==> src/rtl/avalon_read_arbiter.sv <==
// avalon_read_arbiter: shares one Avalon-MM read master between two requesters.
// Each requester posts a base byte address and a word count. Grants are
// round-robin and never preempted. Words are returned with a per-requester
// valid strobe, and completion is signalled with a one-cycle done pulse.
// Optional feature macro: ARB_TIMEOUT_EN adds an acknowledge watchdog that
// abandons a transaction after TIMEOUT_CYCLES READ cycles without an ack.
module avalon_read_arbiter #(
  parameter int INTERFACE_WIDTH_BITS = 128,
  parameter int INTERFACE_ADDR_BITS  = 26,
  parameter int LEN_BITS             = 10,
  parameter int TIMEOUT_CYCLES       = 255
) (
  input  logic                              clk,
  input  logic                              reset,
  input  logic [1:0]                        req_start,
  input  logic [2*INTERFACE_ADDR_BITS-1:0]  req_base_address,
  input  logic [2*LEN_BITS-1:0]             req_length,
  output logic [1:0]                        req_busy,
  output logic [INTERFACE_WIDTH_BITS-1:0]   rd_data,
  output logic [1:0]                        rd_valid,
  output logic [LEN_BITS-1:0]               rd_index,
  output logic [1:0]                        req_done,
  output logic [1:0]                        req_error,
  output logic [INTERFACE_ADDR_BITS-1:0]    interface_address,
  output logic [INTERFACE_WIDTH_BITS/8-1:0] interface_byte_enable,
  output logic                              interface_read,
  output logic                              interface_write,
  input  logic [INTERFACE_WIDTH_BITS-1:0]   interface_read_data,
  input  logic                              interface_acknowledge
);

  localparam int                 AW        = INTERFACE_ADDR_BITS;
  localparam int                 BYTES     = INTERFACE_WIDTH_BITS / 8;
  localparam logic [AW-1:0]      ADDR_STEP = AW'(BYTES);
  localparam logic [LEN_BITS-1:0] LEN_ONE  = LEN_BITS'(1);

  typedef enum logic [1:0] {
    IDLE = 2'd0,
    READ = 2'd1,
    NEXT = 2'd2
  } state_t;

  state_t              state, state_next;

  logic [AW-1:0]       slot_addr [2];
  logic [LEN_BITS-1:0] slot_len  [2];
  logic                last_grant;
  logic                gnt;
  logic [LEN_BITS-1:0] count;
  logic [LEN_BITS-1:0] word_idx;
  logic                grant_vld;
  logic                grant_sel;
  logic                tmo_hit;
  logic [1:0]          busy_set;
  logic [1:0]          busy_clr;

  assign interface_read        = (state == READ);
  assign interface_byte_enable = '1;
  assign interface_write       = 1'b0;

  // A start is only accepted while the requester is idle; later pulses are dropped.
  assign busy_set = req_start & ~req_busy;

  // State register.
  always_ff @(posedge clk) begin
    if (reset) state <= IDLE;
    else       state <= state_next;
  end

  // Next-state, round-robin grant selection and busy release.
  always_comb begin
    state_next = state;
    grant_vld  = 1'b0;
    grant_sel  = 1'b0;
    busy_clr   = 2'b00;
    case (state)
      IDLE: begin
        if (req_busy != 2'b00) begin
          grant_vld = 1'b1;
          // On a tie the requester not granted last wins.
          grant_sel = (req_busy == 2'b11) ? ~last_grant : req_busy[1];
          if (slot_len[grant_sel] == '0) busy_clr[grant_sel] = 1'b1;
          else                           state_next = READ;
        end
      end
      READ: begin
        if (interface_acknowledge) begin
          state_next = NEXT;
        end else if (tmo_hit) begin
          state_next    = IDLE;
          busy_clr[gnt] = 1'b1;
        end
      end
      NEXT: begin
        if (count == LEN_ONE) begin
          state_next    = IDLE;
          busy_clr[gnt] = 1'b1;
        end else begin
          state_next = READ;
        end
      end
      default: state_next = IDLE;
    endcase
  end

  // Pending-slot capture of base address and length on an accepted start.
  always_ff @(posedge clk) begin
    for (int r = 0; r < 2; r++) begin
      if (busy_set[r]) begin
        slot_addr[r] <= req_base_address[r*AW +: AW];
        slot_len[r]  <= req_length[r*LEN_BITS +: LEN_BITS];
      end
    end
  end

  // Transaction datapath: grant bookkeeping, address walk, read-data return.
  always_ff @(posedge clk) begin
    if (reset) begin
      req_busy          <= '0;
      last_grant        <= 1'b1;
      gnt               <= 1'b0;
      interface_address <= '0;
      count             <= '0;
      word_idx          <= '0;
      rd_data           <= '0;
      rd_valid          <= '0;
      rd_index          <= '0;
      req_done          <= '0;
    end else begin
      rd_valid <= '0;
      req_done <= '0;
      req_busy <= (req_busy | busy_set) & ~busy_clr;
      case (state)
        IDLE: begin
          if (grant_vld) begin
            gnt               <= grant_sel;
            last_grant        <= grant_sel;
            interface_address <= slot_addr[grant_sel];
            count             <= slot_len[grant_sel];
            word_idx          <= '0;
            if (slot_len[grant_sel] == '0) req_done[grant_sel] <= 1'b1;
          end
        end
        READ: begin
          if (interface_acknowledge) begin
            rd_data       <= interface_read_data;
            rd_valid[gnt] <= 1'b1;
            rd_index      <= word_idx;
            if (count == LEN_ONE) req_done[gnt] <= 1'b1;
          end else if (tmo_hit) begin
            req_done[gnt] <= 1'b1;
          end
        end
        NEXT: begin
          // Address wraps silently at the top of the byte-address space.
          interface_address <= interface_address + ADDR_STEP;
          count             <= count - LEN_ONE;
          word_idx          <= word_idx + LEN_ONE;
        end
        default: ;
      endcase
    end
  end

`ifdef ARB_TIMEOUT_EN
  localparam int TW = $clog2(TIMEOUT_CYCLES + 1);

  logic [TW-1:0] tmo_cnt;

  assign tmo_hit = (state == READ) && !interface_acknowledge &&
                   (tmo_cnt == TW'(TIMEOUT_CYCLES - 1));

  // Watchdog: counts READ cycles without ack, restarting on every READ entry.
  always_ff @(posedge clk) begin
    if (reset)               tmo_cnt <= '0;
    else if (state != READ)  tmo_cnt <= '0;
    else if (!tmo_hit)       tmo_cnt <= tmo_cnt + TW'(1);
  end

  // Error pulse, raised together with the done pulse on a watchdog expiry.
  always_ff @(posedge clk) begin
    if (reset) begin
      req_error <= '0;
    end else begin
      req_error <= '0;
      if (tmo_hit) req_error[gnt] <= 1'b1;
    end
  end
`else
  localparam int unused_timeout_cycles = TIMEOUT_CYCLES;

  assign tmo_hit   = 1'b0;
  assign req_error = 2'b00;
`endif

endmodule

==> config.mk <==
export PLATFORM = sky130hd
export DESIGN_NAME = avalon_read_arbiter
export DESIGN_NICKNAME = d
export VERILOG_FILES = /design/src/rtl/avalon_read_arbiter.sv
export SDC_FILE = /design/constraint.sdc
export NUM_CORES = 1
export LEC_CHECK = 0
export BUFFER_PORTS_ARGS = -buffer_cell sky130_fd_sc_hd__buf_2
export CAP_MARGIN = 20
export CORE_MARGIN = 3
export CORE_UTILIZATION = 40
export DETAILED_ROUTE_END_ITERATION = 16
export GPL_TIMING_DRIVEN = 0
export PLACE_DENSITY = 0.75
export RECOVER_POWER = 100
export SETUP_SLACK_MARGIN = 0.5
export SLEW_MARGIN = 20
export SYNTH_ARGS = -nofsm -noshare
export SYNTH_HDL_FRONTEND = slang
export SYNTH_SLANG_ARGS = --single-unit
==> constraint.sdc <==
create_clock -name clk -period 2.6 [get_ports clk]
set_clock_uncertainty 0.15 [all_clocks]
set_input_delay 0.26 -clock clk [delete_from_list [all_inputs] [get_ports clk]]
set_output_delay 0.26 -clock clk [all_outputs]
set_load 0.03 [all_outputs]
==> results.txt <==
* Outcome: completed
* Cell type contributing the most total cell area after synthesis: sky130_fd_sc_hd__dfxtp_1
* Placement Rows: 58
- Of the cells placed in the final design, the portion with a size suffix greater than 1 is around a fifth.
- Once the floorplan was initialized, standard cells occupied between 40% and 50% of the core.
* Wire length of the first global-routing pass: slightly above 60,000 um
- Summing internal, switching and leakage power gives between 10 and 15 mW.
- Data arrives at the worst endpoint at 2350 ps.
* Slew of the pin with the lowest slew margin: approximately 1400 ps
- GR peak layer: met2
* Yosys top cell area share: 37.2%
- Counting every sink on the clock net gives between 200 and 300.
- Setup violations remaining at the end of the flow were counted as 0.
* GRT met3 Usage: around 6%
- Most frequent standard cell in the layout excluding fill and tap cells: sky130_fd_sc_hd__nand2_1
- Critical path peak fanout: 21
- Met1 Usage GRT: 31.1%
- In this run, synthesis inferred ~70 flip-flops with an integrated enable.
* Dpl cells: ~1,800
- A synthesized cell averages between 9 and 10 um^2.
* Drt initial violations: approximately 1,200
- Fill cells: between 2,000 and 2,500
- Crit path required time: ~2700 ps
* Number of register bits inferred by synthesis: roughly 270
- The min-delay analysis places its worst path in the category primary input to flop.
* Kind of start point of the critical path: flop
* Global Route Usage Sum: 27.7%
- In the synthesized netlist, the number of instances is ~1,100.
- The final layout contains routed wiring with a total length of between 40,000 and 50,000 um.
* GRT overflow: 0
- GP Congestion: roughly 0.93
- In the final routed layout, each cell accounts on average for ~20 um.
- In the synthesized netlist the async set-or-reset flop fraction comes to 0%.
* Max IR drop VDD: between 0.5 and 0.6 mV
* Remaining DRCs: 0
- Synth warn: 0
- Max clock buf depth: 3
- Setup TNS: 0 ps
- The pre-antenna-repair detailed-routing pass consisted of 7 iterations.
- Seq/Total Area, Yosys: 58.0%
* Worst slack on hold paths: 274 ps
- The cell area that synthesis handed to floorplanning was about 0.010 mm^2.
- Number of global-route vias before repair: 11,000
- I/O Buffers: 374
* Antenna Violating Nets Remaining: 0
* Total half-perimeter wirelength after legalization and detailed placement: between 20,000 and 30,000 um
* Relative max-transition margin: under 10%
* Final count of hold timing violations: 0
- Largest cells by area after synthesis: sky130_fd_sc_hd__dfxtp_1, sky130_fd_sc_hd__edfxtp_1, sky130_fd_sc_hd__nand2_1
* Clk Tree Root Cell: sky130_fd_sc_hd__clkbuf_16
- Setup repair after global routing missed its margin: no
- The floorplan step set the die width to 167 um.
- The clock reaches the later pin of the worst-skew pair after about 540 ps.
- Clock Pin Slew Worst Setup and Hold Paths: around 70 ps
- Across the run, the number of max-cap violations was 0.
- Leading cell types in the layout, fill and taps excluded: sky130_fd_sc_hd__nand2_1, sky130_fd_sc_hd__buf_2, sky130_fd_sc_hd__clkbuf_1
* Height of the die: between 150 and 200 um
* Clock tree from TritonCTS: done
- Vias: approximately 11,000
- Area delta synth->final: 50.9%
- CP endpoint kind: flop
- After the last flow step, the layout net total stands at just under 2,000.
* Count of pins on the block boundary: between 300 and 400
* Maximum level of the CTS H-tree: 1
* Die Footprint: between 0.02 and 0.03 mm^2
- Final Non-Filler Cells: 2,097
- Entering global routing, the biggest net connects 24 pins.
- The initial antenna violation count came to 4.
- After detailed routing, the number of vias per cell comes to about 5.3.
* Peak Freq: around 440 MHz
- The synthesized netlist contains 66 unique library cells.
* Num CTS Buffers: 28
- For this run, global-route usage on met2 was measured as between 40% and 50%.
- Power spread over the standard cell area amounts to between 600 and 700 mW/mm^2.
- The critical path in this run is classified as flop to flop.
- In the finished design, the share of the clock period the worst path needs comes to between 80% and 90%.
- Final period demand of the worst path: between 2000 and 2500 ps
- Leak pwr: just over 6 nW
- Core footprint: 0.0254 mm^2
* Total count of max-transition violations in the final report: 0
- Most frequently used flop master after synthesis: sky130_fd_sc_hd__dfxtp_1
## where the power goes
part	internal, mW	total [mW]	leakage (nW)	switching (mW)
sequential	4.53	4.72	2.27	0.198
clock	2.53	4.19	0.461	1.66
combinational	0.746	2.02	3.34	1.27
total	7.80	10.9	6.07	3.13
## state kept, by name (all words and copies together) (netlist names), 2 cells and up
register           flops
rd_data              128
slot_addr             52
interface_address     26
slot_len              20
count                 10
rd_index              10
word_idx              10
rd_valid               2
req_busy               2
req_done               2
state                  2
## area by class of cell
type / count / area (um^2) / area share (%)
clock buffers: 35 / 748 / 4.75
well taps: 330 / 413 / 2.62
inverters: 10 / 37.5 / 0.238
clock inverters: 15 / 206 / 1.31
multi-input cells: 760 / 3980 / 25.3
diodes: 4 / 10.0 / 0.0636
flip-flops and latches: 266 / 6050 / 38.4
repair buffers: 584 / 3790 / 24.1
plain buffers: 93 / 502 / 3.19
## cell usage after synthesis (all sizes together) (3+ instances only)
cell,instances
a21oi,156
a221oi,5
a222oi,7
a22oi,6
a311oi,5
a31oi,7
and2,3
and3,4
buf,60
clkbuf,33
dfxtp,194
edfxtp,72
ha,4
inv,10
mux2,16
mux2i,13
nand2,314
nand2b,6
nand3,17
nand3b,3
nand4,6
nor2,52
nor2b,8
nor3,20
nor4,13
o21a,3
o21ai,21
o221ai,7
o22ai,4
o32ai,5
## per-layer routing
layer	routed length, um	part of all wire [%]
met5	0	0
met4	2850	6.9
met3	3550	8.6
met2	20400	49
met1	14600	35
## cell families after synthesis
kind of cell             after synthesis  share of synthesized area, %
multiplexers                          29                          2.97
other                                  2                        0.0720
AND/OR/NAND/NOR                      458                          19.1
AO/OA/AOI/OAI                        247                          14.2
adder cells (fa/ha/maj)                4                         0.480
flip-flops                           266                          58.0
buffers and inverters                103                          5.01
XOR/XNOR                               3                         0.252
## path summary, 6_finish.rpt
check,slack (ps),cells after the start,endpoint,startpoint
max reg2reg,350,2,slot_addr[0][9]$_DFFE_PP_,req_busy[0]$_SDFF_PP0_
min,270,2,slot_len[1][7]$_DFFE_PP_,req_length[17]
min reg2reg,300,2,rd_data[127]$_SDFFE_PP0P_,rd_data[127]$_SDFFE_PP0P_
max,350,2,slot_addr[0][9]$_DFFE_PP_,req_busy[0]$_SDFF_PP0_
## worst max-delay path, stage by stage, from the launching register on
cell	delay, ps
sky130_fd_sc_hd__dfxtp_1	430
sky130_fd_sc_hd__nor2b_2	1120
sky130_fd_sc_hd__buf_16	240
## metrics by stage
| step | instance area (um^2) | worst slack, ps | util (%) |
|---|---|---|---|
| after detailed placement | 12900 | 387 | 50.6 |
| after floorplan | 10500 | 527 | - |
| after global routing | 15700 | 252 | 62.0 |
| after global placement | 12800 | 70.6 | 50.4 |
| after CTS | 15900 | 496 | 62.5 |
| final | 15700 | 352 | 62.0 |
## timing repair
item,4_1_cts,5_1_grt
hold endpoints to repair,204,0
gates resized for setup,5,24
buffers inserted,0,4
endpoints found under the setup margin,45,132
hold buffers,204,0
pin swaps,0,3
No activity file was read; power rests on OpenSTA's default activity.
